### config.mk
export PLATFORM = sky130hd
export DESIGN_NAME = settle_timer
export DESIGN_NICKNAME = d
export VERILOG_FILES = /design/src/rtl/gate_chk_pkg.sv /design/src/rtl/gate_response_checker_settle_timer.sv
export SDC_FILE = /design/constraint.sdc
export NUM_CORES = 1
export LEC_CHECK = 0
export CELL_PAD_IN_SITES_DETAIL_PLACEMENT = 0
export CELL_PAD_IN_SITES_GLOBAL_PLACEMENT = 1
export CORE_AREA = 2 2 39 41
export DETAILED_ROUTE_END_ITERATION = 10
export DIE_AREA = 0 0 41 43
export HOLD_SLACK_MARGIN = 0.06
export PLACE_DENSITY = 0.51
export SYNTH_ARGS = -nofsm -noshare
export SYNTH_HDL_FRONTEND = slang
export SYNTH_SLANG_ARGS = --single-unit
### constraint.sdc
create_clock -name clk -period 3.7 [get_ports clk]
set_input_delay 0.555 -clock clk [delete_from_list [all_inputs] [get_ports clk]]
set_output_delay 0.555 -clock clk [all_outputs]
set_load 0.02 [all_outputs]
### src/rtl/gate_chk_pkg.sv
// Shared types and the reference gate function used by the gate response checker.
package gate_chk_pkg;

  typedef enum logic [1:0] {
    OP_AND  = 2'b00,
    OP_OR   = 2'b01,
    OP_XOR  = 2'b10,
    OP_NAND = 2'b11
  } gate_op_e;

  typedef enum logic [1:0] {
    ST_IDLE   = 2'b00,
    ST_SETTLE = 2'b01,
    ST_CHECK  = 2'b10,
    ST_HOLD   = 2'b11
  } chk_state_e;

  localparam int unsigned TIMER_W = 4;

  function automatic logic gate_expect(input gate_op_e op, input logic [1:0] ab);
    logic res;
    case (op)
      OP_AND:  res = ab[1] & ab[0];
      OP_OR:   res = ab[1] | ab[0];
      OP_XOR:  res = ab[1] ^ ab[0];
      OP_NAND: res = ~(ab[1] & ab[0]);
      default: res = 1'b0;
    endcase
    return res;
  endfunction

endpackage

### src/rtl/gate_response_checker_settle_timer.sv
// Settle counter: cleared on every capture, counts stable cycles and flags
// when the last required stable cycle is being seen.
module settle_timer
  import gate_chk_pkg::*;
#(
  parameter int unsigned SETTLE_CYCLES = 2
) (
  input  logic clk,
  input  logic rst,
  input  logic clear_i,
  input  logic inc_i,
  output logic done_o
);

  logic [TIMER_W-1:0] cnt_q;

  assign done_o = (cnt_q == TIMER_W'(SETTLE_CYCLES - 1));

  // Counter register; stops once done so it cannot wrap while held.
  always_ff @(posedge clk) begin
    if (rst) begin
      cnt_q <= '0;
    end else if (clear_i) begin
      cnt_q <= '0;
    end else if (inc_i && !done_o) begin
      cnt_q <= cnt_q + TIMER_W'(1);
    end
  end

endmodule

==> flow_results.xml <==
<?xml version="1.0" encoding="UTF-8"?>
<metrics>
  <group name="critical_path">
    <metric name="regToRegStartpoint" unit="">cnt_q[1]</metric>
    <metric name="worst-endpoint-required" unit="ns">3.14</metric>
    <metric name="crit_path_cell_trace" unit="">ha_1 -&gt; nor3b_2 -&gt; clkdlybuf4s50_1</metric>
    <metric name="critical_path.max_stage_delay" unit="ns">0.67</metric>
    <metric name="criticalPathCategory" unit="">reg2out</metric>
    <metric name="crit_path_capture_type" unit="">output port</metric>
    <metric name="critical_path_peak_fanout" unit="">6</metric>
    <metric name="r2r_end" unit="">cnt_q[2]</metric>
    <metric name="ff2ff_setup_slack" unit="ns">2.40</metric>
    <metric name="cp-startpoint" unit="">cnt_q[0]</metric>
    <metric name="reg2reg_depth" unit="">5</metric>
    <metric name="crit_path_top_delay_cell" unit="">clkdlybuf4s50_1</metric>
    <metric name="setup.worst_path.end" unit="">done_o</metric>
    <metric name="worst_ep_arrival_time" unit="ns">1.75</metric>
    <metric name="cp_launch_type" unit="">flip-flop</metric>
  </group>
  <group name="finish">
    <metric name="registers.top_by_ff_count" unit="">cnt_q</metric>
    <metric name="nets" unit="">38</metric>
    <metric name="drive_above_1_share" unit="%">13.3</metric>
    <metric name="fill_cells" unit="">157</metric>
    <metric name="antenna-diode-count" unit="">0</metric>
    <metric name="seqCellArea" unit="sq um">80.1</metric>
    <metric name="layout-area-overhead-vs-synth" unit="%">39.8</metric>
    <metric name="post-route-cell-area" unit="sq um">290</metric>
    <metric name="area_taken_by_multi_input_logic_gates" unit="sq um">120</metric>
    <metric name="reg_top3" unit="">cnt_q x4</metric>
    <metric name="final_core_util" unit="%">21.0</metric>
    <metric name="flip_flop_count_of_the_largest_register_all_copies_and_words_added" unit="">4</metric>
  </group>
  <group name="run_status">
    <metric name="run_status" unit="">completed</metric>
  </group>
  <group name="clock_tree">
    <metric name="clock-sinks" unit="">4</metric>
    <metric name="clk_pin_slew" unit="ns">0.04</metric>
    <metric name="clock_buffers_created_by_tritoncts" unit="">3</metric>
    <metric name="worst_skew_pair_later_pin_latency" unit="ns">0.23</metric>
    <metric name="cts_resized" unit="">0</metric>
    <metric name="cts.root.buffer_cell" unit="">clkbuf_4</metric>
    <metric name="hold_buffers" unit="">0</metric>
    <metric name="cts_setup_buffers" unit="">0</metric>
    <metric name="cts_tree" unit="">built</metric>
    <metric name="h-tree-depth" unit="">1</metric>
    <metric name="ctsLongestPathBuffers" unit="">2</metric>
  </group>
  <group name="yosys">
    <metric name="yosys-mux-area-fraction" unit="%">0</metric>
    <metric name="syn_inst" unit="">23</metric>
    <metric name="xor_xnor_fraction_of_synth_area" unit="%">4.22</metric>
    <metric name="synthesis.yosys.warnings" unit="">0</metric>
    <metric name="synth_simple_gate_area_share" unit="%">24.7</metric>
    <metric name="synth.net_count" unit="">29</metric>
    <metric name="syn_area" unit="sq um">208</metric>
    <metric name="postSynthRegisterBits" unit="">4</metric>
    <metric name="yosysSeqAreaShare" unit="%">38.6</metric>
    <metric name="synth-adder-area-share" unit="%">12.0</metric>
    <metric name="synth_top_family_by_area" unit="">simple AND/OR/NAND/NOR gates</metric>
    <metric name="post_synth_num_cell_types" unit="">13</metric>
    <metric name="synth_compound_gate_area_share" unit="%">16.9</metric>
    <metric name="post_synth.cell_area_avg" unit="sq um">9.03</metric>
  </group>
  <group name="power">
    <metric name="vdd_drop_max" unit="uV">72.9</metric>
    <metric name="cellPowerDensity" unit="mW/mm^2">380</metric>
    <metric name="total_power" unit="mW">0.110</metric>
    <metric name="p_leak" unit="nW">0.125</metric>
  </group>
  <group name="detailed_routing">
    <metric name="wl_per_cell" unit="microns">9.35</metric>
    <metric name="detailedRoute.firstIterationViolations" unit="">0</metric>
    <metric name="drt_drc_violations_left" unit="">0</metric>
    <metric name="avgViaCountPerCell" unit="">4.11</metric>
    <metric name="routed_wl" unit="microns">430</metric>
    <metric name="first_pass_iters" unit="">1</metric>
    <metric name="drtAntennaViolNets" unit="">0</metric>
    <metric name="route.vias.total" unit="">189</metric>
  </group>
  <group name="timing">
    <metric name="relative_max_transition_margin" unit="%">78.5</metric>
    <metric name="hold_viol" unit="">0</metric>
    <metric name="slew_viol_final" unit="">0</metric>
    <metric name="final_min_period_over_clock_period" unit="%">62.3</metric>
    <metric name="rsz0062_at_grt" unit="">no</metric>
    <metric name="achievable-frequency" unit="MHz">434</metric>
    <metric name="finalSetupTns" unit="ns">0</metric>
    <metric name="hold-worst-slack" unit="ns">0.497</metric>
    <metric name="clock-skew-final" unit="ns">0.00178</metric>
    <metric name="setup-violations-final" unit="">0</metric>
    <metric name="worst_pin_slew" unit="ns">0.321</metric>
    <metric name="clock_period_minus_final_worst_setup_slack" unit="ns">2.31</metric>
  </group>
  <group name="hold_path">
    <metric name="worst_hold_path_type" unit="">reg2reg</metric>
  </group>
  <group name="floorplanning">
    <metric name="coreArea" unit="sq mm">0.00138</metric>
    <metric name="floorplan.die.width" unit="microns">41</metric>
    <metric name="floorplan.initialDensity" unit="%">15.0</metric>
    <metric name="fp-row-count" unit="">14</metric>
    <metric name="die_height" unit="microns">43</metric>
    <metric name="floorplan.die_area" unit="sq mm">0.00176</metric>
    <metric name="io_pins" unit="">5</metric>
  </group>
  <group name="global_routing">
    <metric name="grt_antenna_before_repair" unit="">0</metric>
    <metric name="grt_remaining_overflow" unit="">0</metric>
    <metric name="grt_pass1_vias" unit="">190</metric>
    <metric name="grt_max_degree" unit="">7</metric>
    <metric name="grt_first_pass_wirelength" unit="microns">717</metric>
    <metric name="total_track_usage" unit="%">7.01</metric>
  </group>
  <group name="place">
    <metric name="buffer_ports.inserted" unit="">4</metric>
    <metric name="detailed_place.area" unit="sq um">268</metric>
    <metric name="gp_congestion" unit="">0.592</metric>
    <metric name="dpl.hpwl" unit="microns">355</metric>
  </group>
  <group name="job">
    <metric name="max-cap-violations" unit="">0</metric>
  </group>
</metrics>
## area by class of cell
type | count | share of cell area [%]
tap | 16 | 6.90
inverter | 2 | 2.59
clock buffer | 3 | 7.76
multi-input combinational | 17 | 41.4
timing repair buffer | 4 | 13.8
sequential | 4 | 27.6
## metrics by stage
step                std cells  setup WS, ns
CTS                        46          1.35
global route               46          1.27
global placement           43          1.64
floorplan                  23          2.22
detailed placement         43          1.60
finish                     46          1.39
## cells in the mapped netlist
library cell	n	area share (%)
o21ai_0	2	4.8
a21boi_1	2	7.2
nor3b_2	1	6.0
inv_1	2	3.6
dfxtp_1	4	39
nand2_1	3	5.4
xor2_1	1	4.2
nand4_1	1	3.0
o211a_1	1	4.8
or3_1	2	6.0
ha_1	2	12
nor3_1	1	2.4
nor2_1	1	1.8
## where the power goes
group	leakage [nW]	internal, mW	switching (mW)
registers	0.0325	0.0444	0.00105
logic	0.0792	0.00638	0.00490
clock network	0.0138	0.0362	0.0173
## metal layers
layer,vias up,wire [microns],GRT usage (%)
li1,96,-,-
met1,88,155,5.11
met2,3,249,10.3
met3,2,5,1.57
met4,0,19,12.0
met5,-,0,0
## critical path: cells and delay by family (launching register included)
kind / cells / cell delay (ns)
buf+inv: 1 / 0.67
fa+ha+maj: 1 / 0.16
flops: 1 / 0.38
simple gates: 1 / 0.30
## worst min-delay path by stage
stage,from,endpoint,slack (ns),cells past startpoint
after detailed placement,cnt_q[2],cnt_q[2],0.49,2
after global routing,cnt_q[2],cnt_q[2],0.54,2
after CTS,cnt_q[2],cnt_q[2],0.50,2
final,cnt_q[2],cnt_q[2],0.50,2
after global placement,cnt_q[2],cnt_q[2],0.48,2
after floorplan,cnt_q[2],cnt_q[2],0.47,2
## placed cells by master (no fill, tap or decap)
master and count:
dfxtp_1 4, clkdlybuf4s50_1 4, nand2_1 3, clkbuf_4 3
inv_1 2, o21ai_0 2, or3_1 2, a21boi_1 2
ha_1 2, nor3b_2 1, nor2_1 1, nand4_1 1
xor2_1 1, nor3_1 1, o211a_1 1
## logic make-up after synthesis
logic type	Yosys count
XOR/XNOR	1
flip-flops	4
adder cells (fa/ha/maj)	2
AO/OA/AOI/OAI	5
buffers and inverters	2
AND/OR/NAND/NOR	9
Note: power is estimated with default switching activity, not from simulation.
